--- config.mk ---
export PLATFORM = sky130hd
export DESIGN_NAME = deser_s
export DESIGN_NICKNAME = d
export VERILOG_FILES = /design/src/rtl/deser_pkg.sv /design/src/rtl/deser_s.sv
export SDC_FILE = /design/constraint.sdc
export NUM_CORES = 1
export LEC_CHECK = 0
export BUFFER_PORTS_ARGS = -buffer_cell sky130_fd_sc_hd__buf_2
export CAP_MARGIN = 15
export CORE_ASPECT_RATIO = 1.75
export CORE_UTILIZATION = 55
export CTS_CLUSTER_DIAMETER = 120
export DETAILED_ROUTE_END_ITERATION = 7
export PLACE_DENSITY = 0.86
export RECOVER_POWER = 100
export SETUP_SLACK_MARGIN = 0.02
export SYNTH_ARGS = -nofsm -noshare
export SYNTH_HDL_FRONTEND = slang
export SYNTH_SLANG_ARGS = --single-unit
--- constraint.sdc ---
create_clock -name clk -period 2.3 [get_ports clk]
set_clock_uncertainty 0.2 [all_clocks]
set_input_delay 0.345 -clock clk [delete_from_list [all_inputs] [get_ports clk]]
set_output_delay 0.345 -clock clk [all_outputs]
set_load 0.01 [all_outputs]
--- src/rtl/deser_pkg.sv ---
// Shared types and defaults for the deser_s 1:WIDTH serial-to-parallel deserializer.
package deser_pkg;

    localparam int WIDTH_DEFAULT = 16;
    localparam int IDX_W_DEFAULT = 4;

    typedef enum logic {
        IDLE    = 1'b0,
        COLLECT = 1'b1
    } deser_state_t;

endpackage : deser_pkg

--- src/rtl/deser_s.sv ---
// Sequential 1:WIDTH deserializer: accepted bit k lands in out[k]; the finished word
// is published with a one-cycle out_valid pulse, and out never shows a partial word.
module deser_s
    import deser_pkg::*;
#(
    parameter int WIDTH = WIDTH_DEFAULT,
    parameter int IDX_W = IDX_W_DEFAULT
) (
    input  logic             clk,
    input  logic             rst_n,
    input  logic             in_bit,
    input  logic             in_valid,
    input  logic             clear,
    output logic [WIDTH-1:0] out,
    output logic             out_valid,
    output logic             busy,
    output logic [IDX_W-1:0] idx
);

    localparam logic [IDX_W-1:0] IDX_ZERO = IDX_W'(0);
    localparam logic [IDX_W-1:0] IDX_ONE  = IDX_W'(1);
    localparam logic [IDX_W-1:0] IDX_LAST = IDX_W'(WIDTH - 1);

    deser_state_t     state_r;
    // The top bit never needs storing: it arrives on the completing edge and goes straight to out.
    logic [WIDTH-2:0] shadow_r;

    // FSM, accumulation register and all registered outputs; clear outranks in_valid.
    always_ff @(posedge clk) begin
        if (!rst_n) begin
            state_r   <= IDLE;
            shadow_r  <= '0;
            out       <= '0;
            out_valid <= 1'b0;
            busy      <= 1'b0;
            idx       <= IDX_ZERO;
        end else if (clear) begin
            state_r   <= IDLE;
            shadow_r  <= '0;
            out_valid <= 1'b0;
            busy      <= 1'b0;
            idx       <= IDX_ZERO;
        end else begin
            out_valid <= 1'b0;
            case (state_r)
                IDLE: begin
                    if (in_valid) begin
                        shadow_r[0] <= in_bit;
                        idx         <= IDX_ONE;
                        busy        <= 1'b1;
                        state_r     <= COLLECT;
                    end else begin
                        idx         <= IDX_ZERO;
                        busy        <= 1'b0;
                    end
                end
                COLLECT: begin
                    if (in_valid) begin
                        if (idx == IDX_LAST) begin
                            out       <= {in_bit, shadow_r};
                            out_valid <= 1'b1;
                            idx       <= IDX_ZERO;
                            busy      <= 1'b0;
                            state_r   <= IDLE;
                        end else begin
                            shadow_r[idx] <= in_bit;
                            idx           <= idx + IDX_ONE;
                        end
                    end else begin
                        busy <= 1'b1;
                    end
                end
                default: begin
                    state_r   <= IDLE;
                    shadow_r  <= '0;
                    out_valid <= 1'b0;
                    busy      <= 1'b0;
                    idx       <= IDX_ZERO;
                end
            endcase
        end
    end

endmodule : deser_s

# [Word level (Yosys, flattened, before mapping)]
# Index checks and enable logic that the tools add are counted.
[classes] order_cmp=2 bitwise=5 n_addsub=1 eq_ne=5 reduce_logical=6 mux=19
[ops] op="bitwise mux 15 bit" count=1
[ops] op="two-way mux 1 bit" count=11
[ops] op="two-way mux 4 bit" count=2
[ops] op="case mux 4 bit (2 select lines)" count=1
[ops] op="!= test 2 bit, second input constant" count=3
[ops] op="case mux 1 bit (2 select lines)" count=3
[ops] op="AND reduction 3 bit" count=2
[ops] op="< comparator 4 x 5 -> 1 bit, second input constant" count=1
[ops] op="inverter 1 bit" count=5
[ops] op="adder 4 x 1 -> 4 bit, second input constant" count=1
[ops] op="demux 1 bit (select 4 bit)" count=1
[ops] op="== test 4 bit, second input constant" count=1
[ops] op=">= comparator 4 x 1 -> 1 bit, second input constant" count=1
[ops] op="AND reduction 4 bit" count=1
[ops] op="OR reduction 4 bit" count=1
[ops] op="!= test 3 x 2 -> 1 bit, second input constant" count=1
[ops] op="OR reduction 2 bit" count=1
[ops] op="logical AND 1 bit" count=1
[totals] wordCells=45 in_bits=5 reg_bits=38

# [Logic depth before layout (Yosys ltp)]
# Gate-level depths: netlist of run 1.
[logic_depth] depth_word=8 mapped_depth=7 mapped_depth_nobuf=5

# [Least setup slack after synthesis of run 1]
# No wires, ideal clock.
[synth_path] kind="reg2reg" start="register idx[0]" end="register shadow_r[0]" stages_incl_launch_ff=6 t_required_ns=2.027 arrival_ns=1.605 setup_slack_ns=0.422 synth_period_minus_slack_ns=1.878 setup_time_ns=0.073 path_cell_list="dfxtp_1 > inv_1 > ha_1 > or3b_4 > a2111oi_4 > mux2i_1"
[synth_between] elab_chain_cells=8 elab_cells_between_ends=12
[synth_lines] element="start: declaration" line="deser_s.sv:17" source="output logic [IDX_W-1:0] idx"
[synth_lines] element="start signal: assignment" line="deser_s.sv:67" source="idx <= idx + IDX_ONE;"
[synth_lines] element="< comparator 4 x 5 -> 1 bit (implied by the code) or >= comparator 4 x 1 -> 1 bit (tied branches)" line="deser_s.sv:66" source="shadow_r[idx] <= in_bit;"
[synth_lines] element="logical AND 1 bit (implied by the code)" line="deser_s.sv:66"
[synth_lines] element="two-way mux 1 bit (implied by the code)" line="deser_s.sv:66"
[synth_lines] element="demux 1 bit (select 4 bit)" line="deser_s.sv:66"
[synth_lines] element="bitwise mux 15 bit" line="deser_s.sv:66"
[synth_lines] element="two-way mux 1 bit" line="deser_s.sv:59" source="if (idx == IDX_LAST) begin"
[synth_lines] element="two-way mux 1 bit" line="deser_s.sv:58" source="if (in_valid) begin"
[synth_lines] element="case mux 1 bit (2 select lines)" line="deser_s.sv:45" source="case (state_r)"
[synth_lines] element="end signal: assignment" line="deser_s.sv:48" source="shadow_r[0] <= in_bit;"
[synth_lines] element="end signal: indexed assignment" line="deser_s.sv:66"
[synth_lines] element="end: declaration" line="deser_s.sv:26" source="logic [WIDTH-2:0] shadow_r;"
# Parallel ways exist; a longest one is shown, timed or not. The select of a mux whose other input is x is not followed.
# A chain may end at the register's enable or synchronous reset.

# [Worst setup path in the final report of run 1]
# Ends and elaborated chain as after synthesis.

==> run summary, run 1 <==
worst r2r src -> idx[0]
outcome -> finished clean
area growth from synthesis to layout -> 11.78%
root buffer cell -> clkbuf_8
Num CTS Buffers -> 5
slowest cell on the critical path -> or3b_1
slowest stage delay, CP -> 0.42 ns
Final setup viols -> 0
Async S/R FF share, synth -> 0%
routed len/inst -> 14.41 um
Resized Gates After CTS -> 0
largest net degree at the start of global routing -> 19
vias in the first global route -> 1449
hold path cells -> 3
Design Area, Final -> 1983 um2
Fmax -> 496.4 MHz
Leak -> 0.7039 nW
clock sinks -> 38
Core Area -> 2993 um2
critical path startpoint -> idx[0]
Max FO, Critical Path -> 7
crit path to -> shadow_r[0]
Ant. Diodes -> 0
peak supply drop -> 0.3583 mV
post-synthesis cell area -> 1774 um2
P per Cell Area -> 606.1 nW/um2
final wirelength -> 3.832 mm
FF-to-FF path depth -> 5
DRC -> 0
Final Wtd Congestion -> 0.8179
Worst Tran Pin Value -> 0.5600 ns
Final Hold Viols -> 0
Pre-antenna DRT Iters -> 4
Ports -> 27
placed insts -> 258
Hold Buf Count CTS -> 0
die height -> 77.14 um
layout net count -> 234
unrepaired setup endpoints after global routing -> no
syn_nets -> 211
crit path cell chain -> inv_1 > ha_1 > or3b_1 > a2111oi_4 > mux2i_1
row count -> 26
first-pass GRT wire length -> 6.603 mm
Non-Filler Instances -> 266
post-route ant nets -> 0
die area -> 3466 um2
GR Util All Layers -> 25.55%
post-CTS setup repair buffer count -> 0
crit path buf inv count -> 1
antenna violations before repair -> 0
Critical Path AT -> 2.03 ns
GRT overflow -> 0
RR Endpoint -> shadow_r[0]
worst setup path class -> flip-flop to flip-flop
Cell variety after synth -> 32
Synth Flop Type -> dfxtp_1
Starting DRT DRC Count -> 40
Crit. End Element -> flip-flop
Post-synth EDFFs -> 0
Crit path depth -> 5
Die Wd -> 44.94 um
Final min period -> 2.014 ns
Port Buffers -> 26
required time worst endpoint -> 2.32 ns
Max transition margin -> 62.67%
clock tree from TritonCTS -> built
synthesized area per cell -> 8.871 um2
via count -> 1568
Max Slew Vio Count -> 0
Cells after Synth -> 200
max_cap viols -> 0
layout cells sized above 1 -> 8.036%
Hold WC Path Type -> input pin to flip-flop
post-synthesis sequential area ratio -> 42.88%
Clock Path Buffers -> 2
HPWL after DPL -> 2.818 mm
CP startpoint kind -> flip-flop
Clock Latency Late Sink -> 0.29 ns
H-tree depth -> 2
Initial Util -> 59.28%
r2r setup slk -> 0.29 ns
Synth Register Bits -> 38
CP top delay family -> simple AND/OR/NAND/NOR gates
Area after DPL -> 1933 um2
clock-pin slew on the worst setup and hold paths -> 0.07 ns
Via density -> 5.895
Ys Warns -> 0
fin crit share -> 87.58%
Setup TNS Final -> 0 ns
[cells in the final DEF (no fill, tap or decap), types with 6 or more instances in the layout]
master	n
mux2i_1	7
nand3_1	25
a21oi_1	13
clkbuf_1	24
a21boi_0	16
dfxtp_1	38
ha_1	6
inv_1	6
clkbuf_8	6
o21ai_0	23
nand2_1	11
[worst reg2reg max path: stages, from the launching register on]
cell and delay (ns):
dfxtp_1 0.37, inv_1 0.11, ha_1 0.23, or3b_1 0.42, a2111oi_4 0.39, mux2i_1 0.22
[how the worst min path moves through the flow]
stage	start	to	slack [ns]
5_1_grt	in_bit	shadow_r[8]	0.20
3_5_place_dp	shadow_r[3]	shadow_r[3]	0.25
2_1_floorplan	shadow_r[0]	shadow_r[0]	0.23
3_3_place_gp	shadow_r[3]	shadow_r[3]	0.25
4_1_cts	in_bit	shadow_r[8]	0.20
6_report	in_bit	shadow_r[8]	0.20
[synthesized netlist by cell type, drive strengths merged, types with 3 or more instances]
cell type	number	area (um2)
a21boi	16	120.1
a21oi	13	65.06
buf	5	31.28
clkbuf	12	45.04
dfxtp	38	760.7
ha	6	75.07
inv	6	22.52
mux2i	7	70.07
nand2	11	41.29
nand2b	3	18.77
nand3	25	125.1
nand3b	4	30.03
nand4	3	18.77
nand4b	5	43.79
nor2	3	11.26
nor2b	3	18.77
o21ai	23	115.1
[sequential cells by signal, summed over array words and instances (netlist names)]
name       count
out           16
shadow_r      15
idx            4
busy           1
out_valid      1
state_r        1
[stage by stage]
step / hold slack [ns] / power [mW] / setup WS, ns / utilization [%]
finish: 0.2001 / 1.202 / 0.2856 / 66.26
global route: 0.2013 / 1.246 / 0.1323 / 66.26
CTS: 0.1960 / 1.210 / 0.3060 / 67.64
detailed placement: 0.2490 / 0.7492 / 0.3202 / 64.59
global placement: 0.2455 / 0.7474 / 0.4154 / 64.59
floorplan: 0.2350 / 0.7286 / 0.4222 / -
[power by group]
group | internal (mW) | total [mW] | leakage (nW) | switching [mW]
combinational | 0.0231 | 0.0655 | 0.349 | 0.0424
sequential | 0.661 | 0.667 | 0.306 | 0.00583
clock | 0.242 | 0.470 | 0.0482 | 0.228
total | 0.926 | 1.20 | 0.704 | 0.276
[metal layers]
| metal | vias to the layer above | GRT usage (%) | share of wire [%] |
|---|---|---|---|
| li1 | 767 | - | - |
| met1 | 731 | 28.11 | 39 |
| met2 | 55 | 42.61 | 53 |
| met3 | 15 | 4.706 | 3.7 |
| met4 | 0 | 15.76 | 5.2 |
| met5 | - | 0 | 0 |
[logic make-up (layout without fill, tap and decap cells)]
family	after synthesis	in the layout	synth area share (%)
adders and majority gates	6	6	4.231
DFF	38	38	42.88
xor gates and xnor gates	1	1	0.4937
AOI/OAI and AO/OA	58	58	20.95
muxes	7	7	3.949
and+or+nand+nor	67	67	21.93
buffers and inverters	23	47	5.571
[final cells by class]
class	instances	area (um2)
clock buffers	7	86.33
clock inverters	1	5.005
fillers	271	1010
inverters	6	22.52
multi-input cells	139	912.1
flip-flops and latches	38	760.7
well taps	42	52.55
repair buffers	33	143.9
Note: power is estimated with default switching activity, not from simulation.
==> run 2, diff against run 1 <==
clock period = 2.2 ns   (was 2.3 ns; I/O delays follow)
==> run summary, run 2 (same netlist as run 1, synthesis figures left out) <==
unrepaired setup endpoints after global routing -> no (unchanged)
Hold Buf Count CTS -> 0 (unchanged)
max reg flops -> 16 (unchanged)
peak supply drop -> 0.8347 mV (was 0.3583 mV)
Port Buffers -> 26 (unchanged)
post-route ant nets -> 0 (unchanged)
commonest non-fill, non-tap cell in the layout -> dfxtp_1 (unchanged)
DRC -> 0 (unchanged)
Final setup viols -> 0 (unchanged)
largest net degree at the start of global routing -> 19 (unchanged)
routed len/inst -> 14.17 um (was 14.41 um)
multi-input logic area -> 912.1 um2 (unchanged)
Place WS -> 0.2219 ns (was 0.3202 ns)
Core Area -> 2993 um2 (unchanged)
Crit. End Element -> flip-flop (unchanged)
clock tree from TritonCTS -> built (unchanged)
fin crit share -> 91.39% (was 87.58%)
layout cells sized above 1 -> 8.482% (was 8.036%)
register area -> 760.7 um2 (unchanged)
Max transition margin -> 62.55% (was 62.67%)
H-tree depth -> 2 (unchanged)
Clock Path Buffers -> 2 (unchanged)
Starting DRT DRC Count -> 44 (was 40)
Max Slew Vio Count -> 0 (unchanged)
largest register by flop count -> out (unchanged)
layout net count -> 234 (unchanged)
via count -> 1537 (was 1568)
Hold Slack -> 0.1877 ns (was 0.2001 ns)
Final WS setup -> 0.1894 ns (was 0.2856 ns)
first-pass GRT wire length -> 6.506 mm (was 6.603 mm)
worst setup path class -> flip-flop to flip-flop (unchanged)
die area -> 3466 um2 (unchanged)
CP top delay family -> compound AO/OA/AOI/OAI gates (was simple AND/OR/NAND/NOR gates)
Ant. Diodes -> 0 (unchanged)
area growth from synthesis to layout -> 14.67% (was 11.78%)
Util after Layout -> 67.98% (was 66.26%)
post-CTS setup repair buffer count -> 0 (unchanged)
fill count -> 273 (was 271)
GR Util All Layers -> 25.06% (was 25.55%)
Num CTS Buffers -> 5 (unchanged)
required time worst endpoint -> 2.22 ns (was 2.32 ns)
Worst Tran Pin Value -> 0.5618 ns (was 0.5600 ns)
Regs by FF count -> out: 16 flops, shadow_r: 15 flops, idx: 4 flops (unchanged)
Setup TNS Final -> 0 ns (unchanged)
root buffer cell -> clkbuf_8 (unchanged)
CP startpoint kind -> flip-flop (unchanged)
placed insts -> 258 (unchanged)
GRT overflow -> 0 (unchanged)
Final Total Pwr -> 1.495 mW (was 1.202 mW)
clock-pin slew on the worst setup and hold paths -> 0.07 ns (about the same)
Initial Util -> 59.28% (unchanged)
crit path buf inv count -> 1 (unchanged)
row count -> 26 (unchanged)
Leak -> 0.7271 nW (was 0.7039 nW)
P per Cell Area -> 734.6 nW/um2 (was 606.1 nW/um2)
Non-Filler Instances -> 266 (unchanged)
antenna violations before repair -> 0 (unchanged)
Resized Gates After CTS -> 0 (unchanged)
Area after DPL -> 1933 um2 (unchanged)
HPWL after DPL -> 2.727 mm (was 2.818 mm)
Hold WC Path Type -> input pin to flip-flop (unchanged)
clock sinks -> 38 (unchanged)
Final min period -> 2.011 ns (was 2.014 ns)
slowest cell on the critical path -> a2111o_1 (was or3b_1)
crit path cell chain -> ha_1 > and4_1 > clkbuf_2 > a2111o_1 > a21oi_1 (was inv_1 > ha_1 > or3b_1 > a2111oi_4 > mux2i_1)
Die Wd -> 44.94 um (unchanged)
Max FO, Critical Path -> 12 (was 7)
most frequent cells in the layout -> dfxtp_1 (38), nand3_1 (25), o21ai_0 (23), clkbuf_1 (23), a21boi_0 (16) (was dfxtp_1 (38), nand3_1 (25), clkbuf_1 (24), o21ai_0 (23), a21boi_0 (16))
final wirelength -> 3.769 mm (was 3.832 mm)
vias in the first global route -> 1424 (was 1449)
Final Hold Viols -> 0 (unchanged)
slowest stage delay, CP -> 0.41 ns (was 0.42 ns)
Clock Latency Late Sink -> 0.29 ns (about the same)
Final Wtd Congestion -> 0.8011 (was 0.8179)
Pre-antenna DRT Iters -> 4 (unchanged)
Critical Path AT -> 2.03 ns (about the same)
die height -> 77.14 um (unchanged)
Fmax -> 497.4 MHz (was 496.4 MHz)
Via density -> 5.778 (was 5.895)
Ports -> 27 (unchanged)
max_cap viols -> 0 (unchanged)
Design Area, Final -> 2034 um2 (was 1983 um2)
outcome -> finished clean (unchanged)
==> run 2: cell type report <==
| cell class | count | share of cell area [%] |
|---|---|---|
| Multi-Input combinational cell | 139 | 44.83 |
| Sequential cell | 38 | 37.39 |
| Timing Repair Buffer | 33 | 7.073 |
| Clock buffer | 6 | 4.059 |
| Clock inverter | 2 | 2.952 |
| Tap cell | 42 | 2.583 |
| Inverter | 6 | 1.107 |
==> run 2: where the power goes <==
group / switching [mW] / internal [mW]
Combinational: 0.0439 / 0.0241
Sequential: 0.00617 / 0.691
Clock: 0.246 / 0.483
Total: 0.296 / 1.20
==> run 2: final timing paths <==
check | start | end | slack (ns) | cells after the start
setup / recovery | idx[0] | idx[0] | 0.19 | 5
hold / removal | in_bit | shadow_r[10] | 0.19 | 3
hold reg to reg | busy | busy | 0.26 | 2
setup reg to reg | idx[0] | idx[0] | 0.19 | 5
==> run 2: per-layer routing <==
layer | vias up | part of all wire [%] | track usage (%)
met5 | - | 0 | 0
li1 | 769 | - | -
met3 | 11 | 3.3 | 4.941
met2 | 39 | 53 | 42.75
met1 | 718 | 40 | 26.95
met4 | 0 | 3.4 | 14.24
==> run 2: worst reg2reg max path, delay by kind of cell, from the launching register on <==
kind / cells / cell delay, ns
AO/OA/AOI/OAI: 2 / 0.53
adder cells (fa/ha/maj): 1 / 0.36
buffers and inverters: 1 / 0.20
flip-flops: 1 / 0.39
AND/OR/NAND/NOR: 1 / 0.27
==> run 3, diff against run 2 <==
ABC_CLOCK_PERIOD_IN_PS = 2000   (was default)
CTS_CLUSTER_SIZE = 14   (was default)
clock period = 2 ns   (was 2.2 ns; I/O delays follow)
==> run summary, run 3 (same netlist as run 1, synthesis figures left out) <==
via count -> 1563 (was 1537)
register area -> 762.0 um2 (was 760.7 um2)
row count -> 26 (unchanged)
Core Area -> 2993 um2 (unchanged)
largest register by flop count -> out (unchanged)
RR Endpoint -> shadow_r[0] (was idx[0])
die area -> 3466 um2 (unchanged)
clock tree from TritonCTS -> built (unchanged)
Regs by FF count -> out: 16 flops, shadow_r: 15 flops, idx: 4 flops (unchanged)
Max Slew Vio Count -> 0 (unchanged)
Max FO, Critical Path -> 6 (was 12)
Crit. End Element -> flip-flop (unchanged)
Util after Layout -> 68.60% (was 67.98%)
post-route ant nets -> 0 (unchanged)
GR Util All Layers -> 25.62% (was 25.06%)
fill count -> 277 (was 273)
Setup TNS Final -> 0 ns (unchanged)
clock-pin slew on the worst setup and hold paths -> 0.07 ns (about the same)
HPWL after DPL -> 2.831 mm (was 2.727 mm)
Ports -> 27 (unchanged)
antenna violations before repair -> 0 (unchanged)
layout net count -> 235 (was 234)
HP Start -> in_bit (unchanged)
Initial Util -> 59.28% (unchanged)
clock sinks -> 38 (unchanged)
Hold Slack -> 0.1517 ns (was 0.1877 ns)
Starting DRT DRC Count -> 46 (was 44)
Num CTS Buffers -> 5 (unchanged)
largest net degree at the start of global routing -> 19 (unchanged)
hold path cells -> 3 (unchanged)
Critical Path AT -> 1.92 ns (was 2.03 ns)
required time worst endpoint -> 2.02 ns (was 2.22 ns)
Clock Latency Late Sink -> 0.29 ns (about the same)
root buffer cell -> clkbuf_8 (unchanged)
Final Hold Viols -> 0 (unchanged)
Worst Tran Pin Value -> 0.5932 ns (was 0.5618 ns)
Pre-antenna DRT Iters -> 4 (unchanged)
commonest non-fill, non-tap cell in the layout -> dfxtp_1 (unchanged)
first-pass GRT wire length -> 6.541 mm (was 6.506 mm)
H-tree depth -> 2 (unchanged)
Clock Path Buffers -> 2 (unchanged)
DRC -> 0 (unchanged)
multi-input logic area -> 913.4 um2 (was 912.1 um2)
FF-to-FF path depth -> 5 (unchanged)
fin crit share -> 95.04% (was 91.39%)
Fmax -> 526.1 MHz (was 497.4 MHz)
Die Wd -> 44.94 um (unchanged)
max_cap viols -> 0 (unchanged)
die height -> 77.14 um (unchanged)
Final Wtd Congestion -> 0.8499 (was 0.8011)
outcome -> finished clean (unchanged)
worst r2r src -> idx[1] (was idx[0])
worst setup path class -> flip-flop to flip-flop (unchanged)
P per Cell Area -> 802.2 nW/um2 (was 734.6 nW/um2)
Ant. Diodes -> 0 (unchanged)
peak supply drop -> 0.6189 mV (was 0.8347 mV)
Port Buffers -> 26 (unchanged)
area growth from synthesis to layout -> 15.73% (was 14.67%)
Final setup viols -> 0 (unchanged)
CP startpoint kind -> flip-flop (unchanged)
unrepaired setup endpoints after global routing -> no (unchanged)
Hold WC Path Type -> input pin to flip-flop (unchanged)
Final WS setup -> 0.09921 ns (was 0.1894 ns)
Place WS -> 0.05593 ns (was 0.2219 ns)
Non-Filler Instances -> 267 (was 266)
most frequent cells in the layout -> dfxtp_1 (37), nand3_1 (25), o21ai_0 (23), clkbuf_1 (20), a21boi_0 (16) (was dfxtp_1 (38), nand3_1 (25), o21ai_0 (23), clkbuf_1 (23), a21boi_0 (16))
GRT overflow -> 0 (unchanged)
WHS Endpoint -> shadow_r[9] (was shadow_r[10])
placed insts -> 259 (was 258)
final wirelength -> 4.013 mm (was 3.769 mm)
Via density -> 5.854 (was 5.778)
max reg flops -> 16 (unchanged)
Leak -> 0.7449 nW (was 0.7271 nW)
r2r setup slk -> 0.1 ns (was 0.19 ns)
Final min period -> 1.901 ns (was 2.011 ns)
vias in the first global route -> 1516 (was 1424)
Max transition margin -> 60.45% (was 62.55%)
layout cells sized above 1 -> 11.11% (was 8.482%)
routed len/inst -> 15.03 um (was 14.17 um)
run 3: area by class of cell:
cell class	count	share of cell area, %
flip-flops and latches	38	37.11
repair buffers	34	7.800
well taps	42	2.559
inverters	6	1.097
clock inverters	2	2.925
clock buffers	6	4.022
multi-input cells	139	44.49
run 3: what timing repair did:
action | CTS | global route
gates resized for setup | 0 | 2
setup buffers | 0 | 0
setup endpoints to repair | 0 | 18
hold buffers | 0 | 0
run 3: power by group:
group / internal [mW] / total (mW) / switching, mW
Combinational: 0.0289 / 0.0802 / 0.0513
Clock: 0.532 / 0.801 / 0.269
Sequential: 0.760 / 0.766 / 0.00570
run 3: worst max-delay path, stage by stage, from the launching register on:
cell	delay [ns]
dfxtp_1	0.36
inv_1	0.10
ha_1	0.18
or3b_1	0.39
a2111oi_4	0.38
mux2i_1	0.22
run 3: worst max path at each step:
stage | start | depth (start not counted) | to
after floorplan | idx[0] | 5 | shadow_r[0]
after global placement | idx[0] | 4 | shadow_r[0]
after detailed placement | idx[0] | 4 | shadow_r[0]
after CTS | idx[0] | 4 | shadow_r[0]
after global routing | idx[1] | 5 | shadow_r[0]
final | idx[1] | 5 | shadow_r[0]
run 3: metrics by stage:
stage / area (um2) / power [mW]
detailed placement: 1941 / 0.8631
global placement: 1941 / 0.8610
finish: 2053 / 1.647
global route: 2053 / 1.700
CTS: 2083 / 1.661
floorplan: 1774 / 0.8378
run 3: layer usage:
metal,vias up,share of wire [%],track usage [%]
li1,773,-,-
met1,723,37,24.34
met2,53,55,46.52
met3,14,3.9,4.235
met4,0,4.0,16.36
met5,-,0,0
